--- src/rtl/vga_timing_gen.sv ---
// VGA scan timing: DrawX/DrawY position, active-low hs/vs, blank (1 = active video),
// PIPE_DELAY-matched copies of hs/vs/blank, frame_start pulse and animation frame index.
// Every output is a flop. Sync/blank are decoded from the next counter values so they line up with DrawX/DrawY.
module vga_timing_gen #(
  parameter int H_ACTIVE   = 640,
  parameter int H_FP       = 16,
  parameter int H_SYNC     = 96,
  parameter int H_BP       = 48,
  parameter int V_ACTIVE   = 480,
  parameter int V_FP       = 10,
  parameter int V_SYNC     = 2,
  parameter int V_BP       = 33,
  parameter int PIPE_DELAY = 2,
  parameter int ANIM_DIV   = 8,
  parameter int ANIM_W     = 2
) (
  input  logic              vga_clk,
  input  logic              reset,
  output logic [9:0]        DrawX,
  output logic [9:0]        DrawY,
  output logic              blank,
  output logic              hs,
  output logic              vs,
  output logic              hs_d,
  output logic              vs_d,
  output logic              blank_d,
  output logic              frame_start,
  output logic [ANIM_W-1:0] anim_frame
);

  localparam int H_TOTAL = H_ACTIVE + H_FP + H_SYNC + H_BP;
  localparam int V_TOTAL = V_ACTIVE + V_FP + V_SYNC + V_BP;

  localparam logic [9:0] H_LAST  = 10'(H_TOTAL - 1);
  localparam logic [9:0] V_LAST  = 10'(V_TOTAL - 1);
  localparam logic [9:0] H_ACT   = 10'(H_ACTIVE);
  localparam logic [9:0] V_ACT   = 10'(V_ACTIVE);
  localparam logic [9:0] HS_BEG  = 10'(H_ACTIVE + H_FP);
  localparam logic [9:0] HS_END  = 10'(H_ACTIVE + H_FP + H_SYNC);
  localparam logic [9:0] VS_BEG  = 10'(V_ACTIVE + V_FP);
  localparam logic [9:0] VS_END  = 10'(V_ACTIVE + V_FP + V_SYNC);
  localparam logic [6:0] FCNT_LAST = 7'(ANIM_DIV - 1);

  // Reject parameter sets the 10-bit counters or the fixed-size state cannot hold.
  generate
    if (H_ACTIVE < 1 || H_FP < 0 || H_SYNC < 1 || H_BP < 0 || H_TOTAL > 1023 ||
        V_ACTIVE < 1 || V_FP < 0 || V_SYNC < 1 || V_BP < 0 || V_TOTAL > 1023 ||
        PIPE_DELAY < 1 || PIPE_DELAY > 4 || ANIM_DIV < 1 || ANIM_DIV > 64 || ANIM_W < 1) begin : g_bad_params
      $error("vga_timing_gen: parameter out of range");
    end
  endgenerate

  logic [9:0] x_nxt;
  logic [9:0] y_nxt;
  logic       blank_nxt;
  logic       hs_nxt;
  logic       vs_nxt;
  logic       fs_nxt;

  logic [PIPE_DELAY-1:0] hs_pipe;
  logic [PIPE_DELAY-1:0] vs_pipe;
  logic [PIPE_DELAY-1:0] blank_pipe;
  logic [6:0]            fcnt;

  // Next scan position: X wraps every line, Y advances only on an X wrap.
  always_comb begin
    x_nxt = DrawX + 10'd1;
    y_nxt = DrawY;
    if (DrawX == H_LAST) begin
      x_nxt = 10'd0;
      y_nxt = (DrawY == V_LAST) ? 10'd0 : DrawY + 10'd1;
    end
  end

  // Decode sync/blank/frame_start from the next position so they register alongside it.
  always_comb begin
    blank_nxt = (x_nxt < H_ACT) && (y_nxt < V_ACT);
    hs_nxt    = !((x_nxt >= HS_BEG) && (x_nxt < HS_END));
    vs_nxt    = !((y_nxt >= VS_BEG) && (y_nxt < VS_END));
    fs_nxt    = (x_nxt == 10'd0) && (y_nxt == 10'd0);
  end

  // Position counters and aligned timing outputs; reset parks at the last pixel so
  // the first edge after release lands on pixel (0,0).
  always_ff @(posedge vga_clk) begin
    if (reset) begin
      DrawX       <= H_LAST;
      DrawY       <= V_LAST;
      blank       <= 1'b0;
      hs          <= 1'b1;
      vs          <= 1'b1;
      frame_start <= 1'b0;
    end else begin
      DrawX       <= x_nxt;
      DrawY       <= y_nxt;
      blank       <= blank_nxt;
      hs          <= hs_nxt;
      vs          <= vs_nxt;
      frame_start <= fs_nxt;
    end
  end

  // Delay line matching the downstream ROM+palette latency; cleared to idle on reset.
  always_ff @(posedge vga_clk) begin
    if (reset) begin
      hs_pipe    <= '1;
      vs_pipe    <= '1;
      blank_pipe <= '0;
    end else begin
      hs_pipe[0]    <= hs;
      vs_pipe[0]    <= vs;
      blank_pipe[0] <= blank;
      for (int i = 1; i < PIPE_DELAY; i++) begin
        hs_pipe[i]    <= hs_pipe[i-1];
        vs_pipe[i]    <= vs_pipe[i-1];
        blank_pipe[i] <= blank_pipe[i-1];
      end
    end
  end

  assign hs_d    = hs_pipe[PIPE_DELAY-1];
  assign vs_d    = vs_pipe[PIPE_DELAY-1];
  assign blank_d = blank_pipe[PIPE_DELAY-1];

  // Frame counter and animation index; both update on the edge that raises frame_start.
  always_ff @(posedge vga_clk) begin
    if (reset) begin
      fcnt       <= 7'd0;
      anim_frame <= '0;
    end else if (fs_nxt) begin
      if (fcnt == FCNT_LAST) begin
        fcnt       <= 7'd0;
        anim_frame <= anim_frame + ANIM_W'(1);
      end else begin
        fcnt <= fcnt + 7'd1;
      end
    end
  end

endmodule

--- config.mk ---
export PLATFORM = sky130hd
export DESIGN_NAME = vga_timing_gen
export DESIGN_NICKNAME = d
export VERILOG_FILES = /design/src/rtl/vga_timing_gen.sv
export SDC_FILE = /design/constraint.sdc
export NUM_CORES = 1
export LEC_CHECK = 0
export ABC_AREA = 1
export CORE_ASPECT_RATIO = 0.6
export CORE_UTILIZATION = 50
export DETAILED_ROUTE_END_ITERATION = 12
export PLACE_DENSITY = 0.83
export SYNTH_ARGS = -nofsm -noshare
export SYNTH_HDL_FRONTEND = slang
export SYNTH_SLANG_ARGS = --single-unit
export TNS_END_PERCENT = 50
--- constraint.sdc ---
create_clock -name vga_clk -period 1.8 [get_ports vga_clk]
set_input_delay 0.18 -clock vga_clk [delete_from_list [all_inputs] [get_ports vga_clk]]
set_output_delay 0.18 -clock vga_clk [all_outputs]
set_load 0.01 [all_outputs]
* Word-level counts from Yosys, hierarchy flattened *
Index checks and enable logic that the tools add are counted.

cells by class
  add/subtract/negate cells = 4
  order comparisons = 6
  equal/unequal tests = 3
  mux-type cells = 4
  reductions and logical operators = 9

operators with widths
  cell                                                                                  count
  10-bit 2-to-1 mux                                                                     3
  10-bit by 1-bit adder with 10-bit output, second input constant                       2
  10-bit == test, second input constant                                                 2
  10-bit zero test                                                                      2
  10-bit less-than comparator, second input constant                                    2
  10-bit by 9-bit less-than comparator with 1-bit output, second input constant         2
  10-bit greater-or-equal comparator, second input constant                             1
  10-bit by 9-bit greater-or-equal comparator with 1-bit output, second input constant  1
  7-bit by 1-bit adder with 7-bit output, second input constant                         1
  7-bit by 3-bit == test with 1-bit output, second input constant                       1
  7-bit 2-to-1 mux                                                                      1
  1-bit logical AND                                                                     4
  2-bit by 1-bit adder with 2-bit output, second input constant                         1
  1-bit zero test                                                                       2
  2-bit AND reduction                                                                   1

storage, ports and cells
  register bits after elaboration = 39
  output and inout port bits = 29

* Logic depth before layout (Yosys ltp) *
  depth in word-level cells = 6
  gate-level depth with buffers = 15

* Worst setup path after synthesis *
Ideal clock, no wire load.

  kind = register to register
  from = register DrawX[0]
  to = register anim_frame[1]
  library setup time = 0.115 ns
  arrival = 1.851 ns
  required time = 1.685 ns
  setup slack = -0.166 ns
  cell stages (with the launch flop) = 13
  cell sequence = dfxtp_1 -> ha_1 -> nand2_4 -> nor2_4 -> nand4_4 -> nand3_2 -> nand2_4 -> nor2_4 -> nand3_2 -> nor2_4 -> nand3_1 -> nand2_1 -> nor2_1

between the ends
  cells in the longest elaborated chain, start to end = 5
  elaborated cells between the ends (all ways) = 8
  classes of those cells = 1 x add/sub; 1 x eq/ne; 2 x mux; 4 x reduce/logical

ends and longest elaborated chain
  element                                                                            line    text
  from (decl)                                                                        19      output logic [9:0] DrawX,
  from (signal assigned)                                                             94      DrawX <= x_nxt;
  10-bit by 1-bit adder with 10-bit output / 10-bit == test (equally long branches)  67, 69
  10-bit 2-to-1 mux                                                                  69      if (DrawX == H_LAST) begin
  10-bit zero test                                                                   80      fs_nxt = (x_nxt == 10'd0) && (y_nxt == 10'd0);
  1-bit logical AND *                                                                80
  2-bit AND reduction (no line) *                                                    -
  to (signal assigned)                                                               133     anim_frame <= anim_frame + ANIM_W'(1);
  to (decl)                                                                          28      output logic [ANIM_W-1:0] anim_frame

Every way passes the cells marked *; elsewhere a longest branch is shown, timed or not.
A chain may end at the register's enable or synchronous reset.

* Worst setup path after layout *
  from = register DrawX[0]
  to = register fcnt[1]

between the ends
  cells in the longest elaborated chain, start to end = 4
  elaborated cells between the ends (all ways) = 7
  classes of those cells = 1 x add/sub; 1 x eq/ne; 2 x mux; 3 x reduce/logical

ends and longest elaborated chain
  element                                                                            line    text
  10-bit by 1-bit adder with 10-bit output / 10-bit == test (equally long branches)  67, 69
  10-bit 2-to-1 mux                                                                  69
  10-bit zero test                                                                   80
  1-bit logical AND *                                                                80
  to (signal assigned)                                                               135     fcnt <= fcnt + 7'd1;
  to (decl)                                                                          63      logic [6:0] fcnt;

Marked as above.

==> flow_metrics.py <==
metrics = {
    "yosys": {
        "synth_fa_ha_area_frac": 0.0264,
        "synth-seq-area-share": 0.329,
        "avgSynthCellArea_sq_um": 6.83,
        "synthMuxAreaShare": 0,
        "synthXorXnorAreaFrac": 0.0222,
        "synth_top_family_by_area": "simple AND/OR/NAND/NOR gates",
        "synthSimpleGateAreaFrac": 0.485,
        "netlist_instances": 347,
        "yosysWarnings": 0,
        "netlist_top_cells_area": "dfxtp_1 33%, nand2_1 13%, nor2_1 7.4%",
        "synth-compound-area-share": 0.0512,
        "yosys.area.top_type": "dfxtp_1",
        "synth_top_area_frac": 0.329,
        "ys_ff_latch": 39,
        "yosysUniqueCellTypes": 32,
        "syn-cell-area_sq_um": 2370,
        "synth.net_count": 354,
    },
    "final_layout": {
        "drive_above_1_share": 0.352,
        "final_cell_mix": "71 x nand2_1, 53 x buf_4, 42 x inv_1",
        "antennaDiodeCount": 0,
        "area_growth_pct": 45.5,
        "fin_nets": 441,
        "multi_input_area_sq_um": 1570,
        "fin_area_sq_um": 3450,
        "utilization": 0.797,
        "final_common_cell": "nand2_1",
        "regArea_sq_um": 795,
        "fillers": 298,
    },
    "placement": {
        "dp_hpwl_um": 5000,
        "placed_area_sq_um": 3120,
        "gp_congestion": 0.957,
        "port_buffers": 30,
        "dp_slack_ns": -0.214,
    },
    "global_routing": {
        "overflow": 0,
        "grt_pass1_wl_um": 10900,
        "grt_pass1_vias": 2423,
        "grt_max_degree": 23,
        "antenna_found_initial": 0,
        "grt.total_usage": 0.272,
    },
    "worst_setup_path": {
        "worstPathArrival_ns": 2.25,
        "reg2reg_from": "DrawX[0]",
        "critPathTopFamily": "simple AND/OR/NAND/NOR gates",
        "cp_max_fo": 7,
        "r2r_slack_ns": -0.27,
        "worstPathRequired_ns": 1.99,
        "cp_slowest_cell": "dfxtp_4",
        "critPathBufInv": 1,
        "cp_slowest_stage_delay_ns": 0.37,
        "path_cells": "ha_4 -> nand2_4 -> nor2_4 -> nand4_4 -> nand2_1 -> o21ai_4 -> nor2_1 -> nand3_1 -> nor2_4 -> inv_2 -> nor2_2 -> nor2_1",
        "crit_type": "reg -> reg",
        "cp-end-kind": "flip-flop",
        "reg2reg_depth": 12,
        "r2r_end": "fcnt[1]",
        "cp-start-kind": "flip-flop",
    },
    "clocking": {
        "cts_tree": "built",
        "cts-htree-levels": 2,
        "clk_pin_slew_ns": 0.08,
        "cts.sinks": 39,
        "clk_path_buf_depth": 2,
        "numCtsBuffers": 5,
        "cts_root_buf": "clkbuf_8",
        "clock_latency_ns": 0.29,
    },
    "detailed_routing": {
        "drtIter0Drc": 168,
        "drcViolationCount": 0,
        "wire_per_inst_um": 14.2,
        "postRouteAntennaNets": 0,
        "drt-pass1-iter-count": 4,
        "postRouteWirelength_um": 7050,
        "via_count": 2640,
        "via_per_inst": 5.33,
    },
    "pwr": {
        "p_clk_frac": 0.134,
        "pwr-share-comb": 0.658,
        "intPower_mw": 3.12,
        "swShare": 0.454,
        "switching_power_mw": 2.59,
        "power_density_nw_per_um2": 1660,
        "ir_worst_vdd_mv": 1.15,
        "seq_power_share": 0.208,
        "p_leak_nw": 1.57,
    },
    "min_path": {
        "min-delay-start": "hs_pipe[0]",
        "min_path_type": "reg -> reg",
        "hold_depth": 1,
        "hold-path-endpoint": "hs_pipe[1]",
    },
    "timing": {
        "setup-violations-final": 12,
        "rsz0062_at_grt": "yes",
        "fin_crit_ns": 2.07,
        "worst_slew_pin_slew_ns": 0.321,
        "slew_violations": 0,
        "finalCritPeriodShare": 1.15,
        "maxSlewHeadroom": 0.784,
        "worst_slack_ns": -0.267,
        "skew_ns": 0.00696,
        "hold_viol_final": 0,
        "max_freq_ghz": 0.484,
    },
    "floorplan": {
        "ios": 31,
        "core_sq_um": 4320,
        "row_count": 18,
        "dieHeight_um": 55.3,
        "die_w_um": 90.9,
        "die-area_sq_um": 5030,
        "initial_utilization": 0.548,
    },
    "outcome": {
        "violations": "setup timing",
        "outcome": "finished with violations",
    },
    "run": {
        "drv_cap": 0,
    },
}
[metrics by stage]
| step | std cells | hold slack [ns] | TNS, ns | total power, mW |
|---|---|---|---|---|
| floorplan | 347 | 0.286 | 0 | 2.98 |
| global placement | 482 | 0.388 | -0.604 | 4.21 |
| detailed placement | 482 | 0.398 | -1.60 | 4.33 |
| CTS | 492 | 0.416 | -1.25 | 5.28 |
| global route | 495 | 0.438 | -3.62 | 6.05 |
| finish | 495 | 0.413 | -2.27 | 5.72 |
[power groups by stage]
| stage | combinational [mW] | clock, mW | sequential, mW |
|---|---|---|---|
| global placement | 3.03 | 0 | 1.18 |
| global route | 4.03 | 0.812 | 1.21 |
| CTS | 3.33 | 0.771 | 1.18 |
| detailed placement | 3.15 | 0 | 1.18 |
| finish | 3.76 | 0.768 | 1.19 |
| floorplan | 1.72 | 0 | 1.26 |
[layer usage]
metal	vias up	GRT usage	wire (um)
li1	1268	-	-
met1	1246	0.344	3030
met2	112	0.458	3320
met3	14	0.0771	568
met4	0	0.0726	127
met5	-	0	0
[how the worst max path moves through the flow]
stage | start | to | slack, ns | cells past startpoint
after detailed placement | DrawY[1] | fcnt[1] | -0.21 | 15
final | DrawX[0] | fcnt[1] | -0.27 | 12
after CTS | DrawY[0] | vs | -0.14 | 10
after global placement | DrawX[0] | fcnt[1] | -0.12 | 12
after global routing | DrawX[0] | anim_frame[0] | -0.37 | 12
after floorplan | DrawX[0] | anim_frame[1] | 0.008 | 14
[registers in the layout (all words and copies together), names as in the netlist]
signal / count
DrawX: 10
DrawY: 10
anim_frame: 2
blank: 1
blank_pipe: 2
fcnt: 7
frame_start: 1
hs: 1
hs_pipe: 2
vs: 1
vs_pipe: 2
[cell families (layout without fill, tap and decap cells)]
logic type / after synthesis / after routing
XOR/XNOR: 6 / 6
AND/OR/NAND/NOR: 222 / 222
AO/OA/AOI/OAI: 21 / 21
flip-flops: 39 / 39
adder cells (fa/ha/maj): 5 / 5
buffers and inverters: 54 / 142
[cell usage after synthesis]
master     count
nor3b_1        1
o21bai_1       1
clkinv_1       2
nand2_4        3
dfxtp_1       39
inv_1         44
nor2_1        47
inv_2          4
nand4_4        1
nand3_2        8
ha_1           5
o21ai_0        6
nand3_1       28
nand3_4        1
nor3_1         3
nor2_2        11
xor2_1         6
nand2_2       15
o21a_1         1
o21ai_2        2
nand4_1       10
nor2_8         1
o2111ai_1      1
nor3_2         2
clkinv_2       1
or2_2          5
nor4_1         3
clkbuf_1       3
nand2_1       79
nor2_4         4
a21oi_1        6
o21ai_1        4
[repair_timing]
item                                    CTS  global route
endpoints found under the setup margin   12            13
pin swaps                                11            10
endpoints found under the hold margin     0             0
hold buffers                              0             0
gates resized for setup                  17            30
buffers inserted                          2             3
[area by class of cell]
cell class,count,share of cell area
well taps,60,0.0218
clock inverters,2,0.0102
multi-input cells,254,0.454
inverters,51,0.0570
flip-flops and latches,39,0.230
clock buffers,6,0.0240
repair buffers,83,0.203
No activity file was read; power rests on OpenSTA's default activity.
